[config.mk]
export PLATFORM = sky130hd
export DESIGN_NAME = tc_mul_pipe
export DESIGN_NICKNAME = d
export VERILOG_FILES = /design/src/rtl/tc_mul_pipe.sv
export SDC_FILE = /design/constraint.sdc
export NUM_CORES = 1
export LEC_CHECK = 0
export ABC_CLOCK_PERIOD_IN_PS = 5800
export BUFFER_PORTS_ARGS = -buffer_cell sky130_fd_sc_hd__buf_2
export CAP_MARGIN = 10
export CELL_PAD_IN_SITES_DETAIL_PLACEMENT = 1
export CELL_PAD_IN_SITES_GLOBAL_PLACEMENT = 2
export CORE_MARGIN = 2
export CORE_UTILIZATION = 35
export CTS_BUF_LIST = sky130_fd_sc_hd__clkbuf_8 sky130_fd_sc_hd__clkbuf_16
export DETAILED_ROUTE_END_ITERATION = 8
export PLACE_DENSITY = 0.74
export RECOVER_POWER = 100
export SETUP_SLACK_MARGIN = 0.3
export SLEW_MARGIN = 40
export SYNTH_ARGS = -nofsm -noshare
export SYNTH_HDL_FRONTEND = slang
export SYNTH_SLANG_ARGS = --single-unit
export TNS_END_PERCENT = 5
[constraint.sdc]
create_clock -name ap_clk -period 5.8 [get_ports ap_clk]
set_input_delay 0.87 -clock ap_clk [delete_from_list [all_inputs] [get_ports ap_clk]]
set_output_delay 0.87 -clock ap_clk [all_outputs]
set_load 0.03 [all_outputs]
[src/rtl/tc_mul_pipe.sv]
// Pipelined unsigned x signed multiplier with optional rounding shift,
// saturating or wrapping narrowing, per-result overflow flag and overflow counter.
module tc_mul_pipe #(
  parameter int A_WIDTH   = 16,
  parameter int B_WIDTH   = 18,
  parameter int P_WIDTH   = 31,
  parameter int NUM_STAGE = 3,
  parameter int SHIFT     = 0,
  parameter int ROUND     = 0,
  parameter int SATURATE  = 0,
  parameter int CNT_WIDTH = 16
) (
  input  logic                        ap_clk,
  input  logic                        ap_rst,
  input  logic                        ce,
  input  logic                        in_valid,
  input  logic        [A_WIDTH-1:0]   din0,
  input  logic signed [B_WIDTH-1:0]   din1,
  output logic                        out_valid,
  output logic signed [P_WIDTH-1:0]   dout,
  output logic                        ovf,
  input  logic                        clr_stat,
  output logic        [CNT_WIDTH-1:0] ovf_count
);

  localparam int PW  = A_WIDTH + B_WIDTH;
  localparam int SW  = PW + 1;
  localparam int MW  = ((SW > P_WIDTH) ? SW : P_WIDTH) + 1;
  localparam int RSH = (SHIFT > 0) ? SHIFT - 1 : 0;

  localparam logic signed [SW-1:0] RND  = (ROUND != 0 && SHIFT > 0) ? (SW'(1) <<< RSH) : '0;
  localparam logic signed [MW-1:0] MAXV = (MW'(1) <<< (P_WIDTH - 1)) - MW'(1);
  localparam logic signed [MW-1:0] MINV = -(MW'(1) <<< (P_WIDTH - 1));

  // Rounding add is done one bit wider than the product so it cannot overflow.
  function automatic logic signed [SW-1:0] round_shift(input logic signed [PW-1:0] p);
    logic signed [SW-1:0] s;
    s = {p[PW-1], p} + RND;
    return s >>> SHIFT;
  endfunction

  // Returns {overflow, narrowed result}.
  function automatic logic [P_WIDTH:0] narrow(input logic signed [SW-1:0] s);
    logic signed [MW-1:0] x;
    logic                 o;
    logic [P_WIDTH-1:0]   d;
    x = {{(MW - SW){s[SW-1]}}, s};
    o = (x > MAXV) || (x < MINV);
    if (SATURATE != 0 && o)
      d = (x < MINV) ? MINV[P_WIDTH-1:0] : MAXV[P_WIDTH-1:0];
    else
      d = x[P_WIDTH-1:0];
    return {o, d};
  endfunction

  logic        [A_WIDTH-1:0]   w_a;
  logic signed [B_WIDTH-1:0]   w_b;
  logic signed [PW-1:0]        w_a_x;
  logic signed [PW-1:0]        w_b_x;
  logic signed [PW-1:0]        w_prod;
  logic signed [PW-1:0]        w_prod_d;
  logic signed [SW-1:0]        w_sh;
  logic        [P_WIDTH:0]     w_nar;
  logic        [NUM_STAGE:0]   w_vchain;
  logic        [NUM_STAGE-1:0] r_vld_p;
  logic signed [P_WIDTH-1:0]   r_dout_p;
  logic                        r_ovf_p;
  logic        [CNT_WIDTH-1:0] r_cnt;

  // Stage 1: input registers (bypassed when the whole pipe is one stage)
  generate
    if (NUM_STAGE >= 2) begin : g_in
      logic        [A_WIDTH-1:0] r_a_p0;
      logic signed [B_WIDTH-1:0] r_b_p0;
      always_ff @(posedge ap_clk or posedge ap_rst) begin
        if (ap_rst) begin
          r_a_p0 <= '0;
          r_b_p0 <= '0;
        end else if (ce) begin
          r_a_p0 <= din0;
          r_b_p0 <= din1;
        end
      end
      assign w_a = r_a_p0;
      assign w_b = r_b_p0;
    end else begin : g_in_comb
      assign w_a = din0;
      assign w_b = din1;
    end
  endgenerate

  assign w_a_x  = {{B_WIDTH{1'b0}}, w_a};
  assign w_b_x  = {{A_WIDTH{w_b[B_WIDTH-1]}}, w_b};
  assign w_prod = w_a_x * w_b_x;

  // Middle stages: registered exact product, delayed to fill the pipe depth
  generate
    if (NUM_STAGE >= 3) begin : g_mul
      logic signed [PW-1:0] r_prod_p1 [NUM_STAGE-2];
      always_ff @(posedge ap_clk or posedge ap_rst) begin
        if (ap_rst) begin
          for (int i = 0; i < NUM_STAGE - 2; i++) r_prod_p1[i] <= '0;
        end else if (ce) begin
          r_prod_p1[0] <= w_prod;
          for (int i = 1; i < NUM_STAGE - 2; i++) r_prod_p1[i] <= r_prod_p1[i-1];
        end
      end
      assign w_prod_d = r_prod_p1[NUM_STAGE-3];
    end else begin : g_mul_comb
      assign w_prod_d = w_prod;
    end
  endgenerate

  assign w_sh  = round_shift(w_prod_d);
  assign w_nar = narrow(w_sh);

  assign w_vchain = {r_vld_p, in_valid};

  always_ff @(posedge ap_clk or posedge ap_rst) begin
    if (ap_rst) r_vld_p <= '0;
    else if (ce) r_vld_p <= w_vchain[NUM_STAGE-1:0];
  end

  // Last stage: round, shift and narrow result
  always_ff @(posedge ap_clk or posedge ap_rst) begin
    if (ap_rst) begin
      r_dout_p <= '0;
      r_ovf_p  <= 1'b0;
    end else if (ce && w_vchain[NUM_STAGE-1]) begin
      r_dout_p <= w_nar[P_WIDTH-1:0];
      r_ovf_p  <= w_nar[P_WIDTH];
    end
  end

  // Counter steps on the same edge the overflowing result is emitted.
  always_ff @(posedge ap_clk or posedge ap_rst) begin
    if (ap_rst) r_cnt <= '0;
    else if (clr_stat) r_cnt <= '0;
    else if (ce && w_vchain[NUM_STAGE-1] && w_nar[P_WIDTH] && !(&r_cnt)) r_cnt <= r_cnt + 1'b1;
  end

  assign out_valid = w_vchain[NUM_STAGE];
  assign dout      = r_dout_p;
  assign ovf       = r_ovf_p;
  assign ovf_count = r_cnt;

endmodule

# Yosys cells after proc, flatten, opt, wreduce, memory -nomap -nowiden

Index checks and enable logic that the tools add are counted.
W data, S select, Z words.

$add $sub $neg: 1
Multiply operators: 1
Div/mod/pow operators: 0
Order comparisons: 2
Equal/unequal tests: 0
Shifts and indexed selects: 0
Multiplexer cells: 2
Bitwise logic cells: 0
Reductions and logical operators: 7

Operator list:

| operator                | number |
|---|---|
| $gt A34 B31 Y1 const B  | 1 |
| $lt A34 B31 Y1 const B  | 1 |
| $mul A17 B18 Y34        | 1 |
| $mux W16                | 2 |
| $add A16 B1 Y16 const B | 1 |
| $reduce_and A16 Y1      | 1 |
| $logic_and A1 B1 Y1     | 3 |
| $reduce_bool A2 Y1      | 1 |
| $logic_not A1 Y1        | 1 |
| $logic_or A1 B1 Y1      | 1 |

Register bits after elaboration: 119
Latch bits: 0
RAM bits: 0
ROM bits: 0
Input port bits: 39
Output and inout port bits: 49
Logic and storage cells: 20
Memories: 0

# Depth between registers and ports, before layout

Gate-level depths: netlist of the first run.

Word-level depth: 6
Gate-level depth with buffers: 25
Mapped depth without buffers: 23

# Least setup slack after synthesis of the first run

Ideal clock, no wire load.

Path kind: register to register
Start: reg g_in.r_a_p0[8]
End: reg g_mul.r_prod_p1[31] (netlist name)
Setup time: 125 ps
Arrival time: 5,899 ps
Data required time: 5,675 ps
Path slack: -224 ps
Stages on the path, launching flop included: 25
Path buffers: 3
Clock period less this slack: 6,024 ps
Path through: dfrtp_1 -> clkbuf_1 -> clkbuf_1 -> nand2_1 -> fa_1 -> inv_1 -> fa_1 -> inv_1 -> fa_1 -> inv_1 -> fa_1 -> fa_1 -> inv_1 -> fa_1 -> inv_1 -> ha_1 -> buf_2 -> a41oi_1 -> o221ai_1 -> a31oi_1 -> a211o_2 -> o21bai_1 -> a21oi_1 -> xnor2_1 -> mux2_2

Cells in the longest elaborated chain, start to end: 1

RTL lines:

| item                   | RTL line | source |
|---|---|---|
| from (decl)            | 73       | `logic [A_WIDTH-1:0] r_a_p0;` |
| from (signal assigned) | 80       | `r_a_p0 <= din0;` |
| $mul A17 B18 Y34       | 94       | `assign w_prod = w_a_x * w_b_x;` |
| to (decl)              | 99       | `logic signed [PW-1:0] r_prod_p1 [NUM_STAGE-2];` |

No other way between the ends.
A chain may end at the register's enable or synchronous reset.

# Final worst setup path of the first run

Start: reg g_in.r_a_p0[6]
End: reg g_mul.r_prod_p1[23] (netlist name)

The elaborated chain is that of the path after synthesis.

==> metrics.md, run 1 <==
| Metric | Value |
|---|---|
| Worst-Skew Late Latency | 0.44 ns |
| CP arrival | 6.21 ns |
| Iteration-0 DRC Markers | 495 |
| Root Driver | clkbuf_16 |
| CP endpoint kind | register |
| Ys Warns | 0 |
| Final ANT Viol Nets | 0 |
| Failing checks | capacitance limit, slew limit, setup timing |
| Final hold slack | 0.4884 ns |
| Largest cells by area after synthesis | fa_1 37%, dfrtp_1 19%, inv_1 9.3% |
| Diodes inserted | 0 |
| Layout cells sized above 1 | 30.03% |
| Post-Syn Nets | 1987 |
| Tmin final | 5.898 ns |
| Fmax achieved | 169.6 MHz |
| Wire per inst | 18.59 µm |
| Clk sinks | 119 |
| Compound-cell area share of the yosys netlist | 4.502% |
| Worst Reg-to-Reg Cells | 23 |
| Post-synthesis mux area share | 6.121% |
| RePlAce Congestion | 0.8304 |
| IO Port Bufs | 87 |
| Post-synth top area cell | fa_1 |
| Finished Cell Area | 19390 µm² |
| Initial antenna violation count | 3 |
| Slew of the pin with the lowest slew margin | 3.795 ns |
| Post-synthesis sequential area ratio | 19.27% |
| Pin count of the biggest net entering global routing | 80 |
| Hold Crit Depth | 2 |
| Max Transition Viols Final | 80 |
| CTS Buffer Depth | 2 |
| Layout Area Growth over Synthesis | 25.47% |
| Syn Area/Cell | 9.823 µm² |
| Number of buffers created by CTS | 17 |
| Top-Level Pins | 88 |
| Post-synthesis simple-gate area fraction | 12.34% |
| Vias in the first global route | 13290 |
| Mapped Cells | 1573 |
| Vias | 11330 |
| CTS clk-pin slew, worst paths | 0.06 ns |
| RSZ-0062 raised after global routing | yes |
| Routed WL | 44810 µm |
| GRT Util Overall | 20.60% |
| Die W | 214.1 µm |
| DRC viols | 0 |
| Total grt overflow | 0 |
| Async S/R FF share, synth | 100.0% |
| Worst rel slew slack | -154.4% |
| Initial Util | 35.64% |
| Dpl cell area | 17650 µm² |
| Synth Area in XOR/XNOR | 2.551% |
| Top FF cell, synth | dfrtp_1 |
| Register bit count reported by yosys | 119 |
| Post-synth EDFFs | 0 |
| First-pass GRT wire length | 73170 µm |
| Std-Cell Rows | 76 |
| Mapped cell area | 15450 µm² |
| Cell variety after synth | 48 |
| Final worst setup slack | -0.09781 ns |
| Setup TNS Final | -0.3684 ns |
| Largest family of logic cells by synthesized area | adder cells |
| Hold WC Path Type | reg2reg |
| CTS tree | done |
| Critical path required time | 6.11 ns |
| Core area | 43360 µm² |
| Filler cell count | 4909 |
| Final Hold Vio Count | 0 |
| Max_cap viols | 1 |
| H-tree Lvls | 4 |
| Post-synth top cells | 383 x inv_1, 288 x fa_1, 201 x nand2_1 |
| Die H | 214.1 µm |
| First drt pass iteration count | 5 |
| Yosys top cell area share | 37.31% |
| Status | finished, violations left |
| Adder-cell share of the synthesized area | 44.36% |
| CP Max Fanout | 4 |
| Startpoint types | register |
| Top-count cell post-synth | inv_1 |
| Crit Path Category | reg2reg |
| Drt via density | 4.701 |
| Nets | 2226 |
| Post-DP HPWL | 35450 µm |
| Final setup fails | 9 |
| Die area | 45850 µm² |
| Register area | 3012 µm² |
| Multi-input combinational cell area | 11380 µm² |
| Final worst path period share | 101.7% |
| Clock Skew | 0.008156 ns |
[path summary, 6_finish.rpt]
kind | startpoint | slack [ns] | endpoint
worst min-delay path | g_mul.r_prod_p1[22]$_DFFE_PP0P_ | 0.49 | g_mul.r_prod_p1[22]$_DFFE_PP0P_
worst min register to register | g_mul.r_prod_p1[22]$_DFFE_PP0P_ | 0.49 | g_mul.r_prod_p1[22]$_DFFE_PP0P_
max in group asynchronous | ap_rst | 1.76 | g_in.r_b_p0[15]$_DFFE_PP0P_
min in group asynchronous | ap_rst | 1.57 | dout[11]$_DFFE_PP0P_
worst max register to register | g_in.r_a_p0[6]$_DFFE_PP0P_ | -0.1 | g_mul.r_prod_p1[23]$_DFFE_PP0P_
worst max-delay path | g_in.r_a_p0[6]$_DFFE_PP0P_ | -0.1 | g_mul.r_prod_p1[23]$_DFFE_PP0P_
[routing by layer]
metal  routed length (µm)  vias to the layer above  GRT usage (%)  share of wire, %
met2                24050                      129          38.19                54
met4                  884                        6          4.745               2.0
met3                 1167                       52          3.163               2.6
li1                     -                     5167              -                 -
met1                18660                     5976          25.05                42
met5                   40                        -              0             0.089
[registers in the layout, summed over array words and instances, names as in the netlist]
register and cells:
g_in.r_a_p0 16, dout 31, ovf 1, g_mul.r_prod_p1 34, ovf_count 16, g_in.r_b_p0 18, r_vld_p 3
[area by class of cell]
type,instances,share of cell area (%)
Timing Repair Buffer,283,11.33
Clock buffer,17,2.194
Clock inverter,15,1.033
Inverter,383,7.422
Sequential cell,119,15.53
Multi-Input combinational cell,1008,58.71
Tap cell,585,3.775
[metrics by stage]
| step | utilization [%] | worst slack [ns] | instances |
|---|---|---|---|
| 6_report | 44.71 | -0.09781 | 2410 |
| 5_1_grt | 44.71 | -0.2521 | 2410 |
| 2_1_floorplan | - | 0.1501 | 1573 |
| 3_3_place_gp | 40.69 | -0.2914 | 2330 |
| 4_1_cts | 43.95 | -0.008071 | 2398 |
| 3_5_place_dp | 40.70 | -0.3382 | 2330 |
[logic make-up after synthesis]
kind of cell / Yosys count
AOI/OAI and AO/OA: 103
xor gates and xnor gates: 45
adders and majority gates: 375
buffers and inverters: 446
DFF: 119
muxes: 84
and+or+nand+nor: 401
[critical path, stage by stage (launching register included)]
cell      delay, ns
dfrtp_2        0.44
buf_12         0.14
buf_12         0.12
and2_4         0.15
fa_1           0.50
inv_1          0.05
fa_1           0.40
fa_2           0.57
inv_1          0.05
fa_2           0.46
fa_1           0.50
inv_1          0.05
fa_1           0.49
inv_2          0.05
ha_4           0.26
a41oi_4        0.25
o221ai_4       0.15
a31oi_4        0.23
buf_4          0.16
a21oi_1        0.09
o21a_1         0.19
nor2_1         0.11
xnor2_1        0.09
mux2_2         0.28
[cell usage in the layout, fill, tap and decap left out, types with 10 or more instances in the layout]
master     count
inv_2         17
fa_2          14
dfrtp_1       92
buf_12        19
a21oi_1       19
clkbuf_16     17
fa_1         274
buf_6         12
ha_4          16
buf_2         86
buf_4        164
mux2_2        83
dfrtp_2       27
and2_4        18
and2_1       105
nor2_1        31
inv_1        366
nand3_1       10
xnor2_1       28
nand2_1      192
xor2_1        14
o21ai_0       13
ha_1          68
a21oi_2       13
[repair_timing]
item | CTS | global route
gates cloned | 0 | 0
resized for setup | 114 | 48
setup buffers | 36 | 12
pin swaps | 88 | 53
setup endpoints to repair | 22 | 22
hold buffers | 0 | 0
Power of run 1 is not shown: default switching activity piles up to over one toggle a cycle in this logic, so the estimate is an artifact.
==> inputs of run 2 (changes only) <==
- RECOVER_POWER: 100 -> not set
==> metrics.md, run 2 (same netlist as run 1, synthesis figures left out) <==
| Metric | Value |
|---|---|
| Hold WC Path Type | reg2reg |
| Hold_buf cts | 0 (unchanged) |
| Biggest register | g_mul.r_prod_p1 |
| Commonest non-fill, non-tap cell in the layout | inv_1 |
| DP Cell Count | 2330 (unchanged) |
| CTS tree | done |
| Die W | 214.1 µm (unchanged) |
| Pin count of the biggest net entering global routing | 80 (unchanged) |
| Max FFs per register | 34 (unchanged) |
| Slew of the pin with the lowest slew margin | 0.7706 ns (-3.024 ns) |
| FF-to-FF Start | g_in.r_a_p0[6]$_DFFE_PP0P_ |
| Top-Level Pins | 88 (unchanged) |
| H-tree Lvls | 4 (unchanged) |
| Slowest cell on crit path | fa_2 |
| First drt pass iteration count | 5 (unchanged) |
| Finished Cell Area | 19400 µm² (about the same) |
| CP arrival | 6.21 ns (about the same) |
| Finished Layout Cells | 2410 (unchanged) |
| Final setup fails | 9 (unchanged) |
| Worst-Skew Late Latency | 0.44 ns (about the same) |
| Worst rel slew slack | 48.62% (+200 points) |
| Total grt overflow | 0 (unchanged) |
| Top cell by count, worst path | fa_1 |
| Layout Area Growth over Synthesis | 25.52% (about the same) |
| CP endpoint kind | register |
| Die area | 45850 µm² (unchanged) |
| Initial antenna violation count | 3 (unchanged) |
| RSZ-0062 raised after global routing | yes |
| GRT Util Overall | 20.60% (unchanged) |
| Final worst setup slack | -0.09738 ns (+0.0004308 ns) |
| Root Driver | clkbuf_16 |
| Vias in the first global route | 13290 (unchanged) |
| Final Hold Vio Count | 0 (unchanged) |
| Critical path cell sequence | buf_12 -> buf_12 -> and2_4 -> fa_1 -> inv_1 -> fa_1 -> fa_2 -> inv_1 -> fa_2 -> fa_1 -> inv_1 -> fa_1 -> inv_2 -> ha_4 -> a41oi_4 -> o221ai_4 -> a31oi_4 -> buf_4 -> a21oi_1 -> o21a_1 -> nor2_1 -> xnor2_1 -> mux2_2 |
| RePlAce Congestion | 0.8304 (unchanged) |
| Status | finished, violations left |
| Routed wl met3 | 1193 µm (+2.2%) |
| Initial Util | 35.64% (unchanged) |
| Fmax achieved | 169.6 MHz (about the same) |
| CTS Buffer Depth | 2 (unchanged) |
| Iteration-0 DRC Markers | 495 (unchanged) |
| Most frequent cells in the layout | 366 x inv_1, 274 x fa_1, 192 x nand2_1 |
| Drt via density | 4.703 (about the same) |
| Dpl cell area | 17650 µm² (unchanged) |
| First-pass GRT wire length | 73170 µm (unchanged) |
| Final ANT Viol Nets | 0 (unchanged) |
| Max Transition Viols Final | 0 (-100%) |
| Wire per inst | 18.60 µm (about the same) |
| Clk sinks | 119 (unchanged) |
| Number of buffers created by CTS | 17 (unchanged) |
| Clock Skew | 0.008160 ns (+0.000004330 ns) |
| IO Port Bufs | 87 (unchanged) |
| Routed WL | 44820 µm (about the same) |
| Layout cells sized above 1 | 30.03% (unchanged) |
| DRC viols | 0 (unchanged) |
| Worst Min Path Start | g_mul.r_prod_p1[22]$_DFFE_PP0P_ |
| Worst Setup SP | g_in.r_a_p0[6]$_DFFE_PP0P_ |
| Max layer used | met5 |
| Final hold slack | 0.4884 ns (-0.000002000 ns) |
| Tmin final | 5.897 ns (-0.0004308 ns) |
| Vias | 11340 (+0.044%) |
| CP peak stage delay | 0.57 ns (about the same) |
| Post-DP HPWL | 35450 µm (unchanged) |
| Core area | 43360 µm² (unchanged) |
| Failing checks | setup timing |
| Final worst path period share | 101.7% (about the same) |
| CP Max Fanout | 4 (unchanged) |
| Met2 WL | 24060 µm (about the same) |
| CTS clk-pin slew, worst paths | 0.06 ns (about the same) |
| Std-Cell Rows | 76 (unchanged) |
| Max_cap viols | 0 (-1) |
| Nets | 2226 (unchanged) |
| Startpoint types | register |
| Diodes inserted | 0 (unchanged) |
| Final core occ | 44.73% (about the same) |
| Crit Path Category | reg2reg |
| WL met1 | 18640 µm (-0.12%) |
| Die H | 214.1 µm (unchanged) |
| Critical path required time | 6.11 ns (about the same) |
[run 2: final cells by class]
cell class                      count  area, µm²
Fill cell                        4906      23970
Multi-Input combinational cell   1008      11380
Sequential cell                   119       3012
Timing Repair Buffer              283       2200
Inverter                          383       1445
Tap cell                          585      732.0
Clock buffer                       17      425.4
Clock inverter                     15      200.2
[run 2: worst paths after layout]
check / cells after the start / to / slack (ns)
hold reg to reg: 2 / g_mul.r_prod_p1[22]$_DFFE_PP0P_ / 0.49
setup reg to reg: 23 / g_mul.r_prod_p1[23]$_DFFE_PP0P_ / -0.1
max in group asynchronous: 3 / g_in.r_b_p0[15]$_DFFE_PP0P_ / 4.19
hold / removal: 2 / g_mul.r_prod_p1[22]$_DFFE_PP0P_ / 0.49
setup / recovery: 23 / g_mul.r_prod_p1[23]$_DFFE_PP0P_ / -0.1
min in group asynchronous: 2 / dout[11]$_DFFE_PP0P_ / 0.53
[run 2: worst max-delay path, delay by kind of cell, from the launching register on]
kind | cells | cell delay [ns]
xor+xnor | 1 | 0.09
buf+inv | 7 | 0.62
fa+ha+maj | 7 | 3.18
flops | 1 | 0.44
compound gates | 5 | 0.91
mux | 1 | 0.28
simple gates | 2 | 0.26
[run 2: stage by stage]
stage | TNS [ns] | setup WS (ns)
final | -0.3648 | -0.09738
after global routing | -2.779 | -0.2521
after CTS | -0.01896 | -0.008071
after detailed placement | -3.926 | -0.3382
after global placement | -2.851 | -0.2914
after floorplan | 0 | 0.1501
[run 2: repair_timing]
action,CTS,global route
buffers inserted,36,12
resized for setup,114,48
setup endpoints to repair,22,22
pin swaps,88,53
[run 2: metal layers]
metal  vias to the layer above  global-route usage [%]
met2                       134                   38.19
met3                        52                   3.163
li1                       5165                       -
met1                      5978                   25.05
met5                         -                       0
met4                         6                   4.745
Power of run 2 is left out for the same reason.
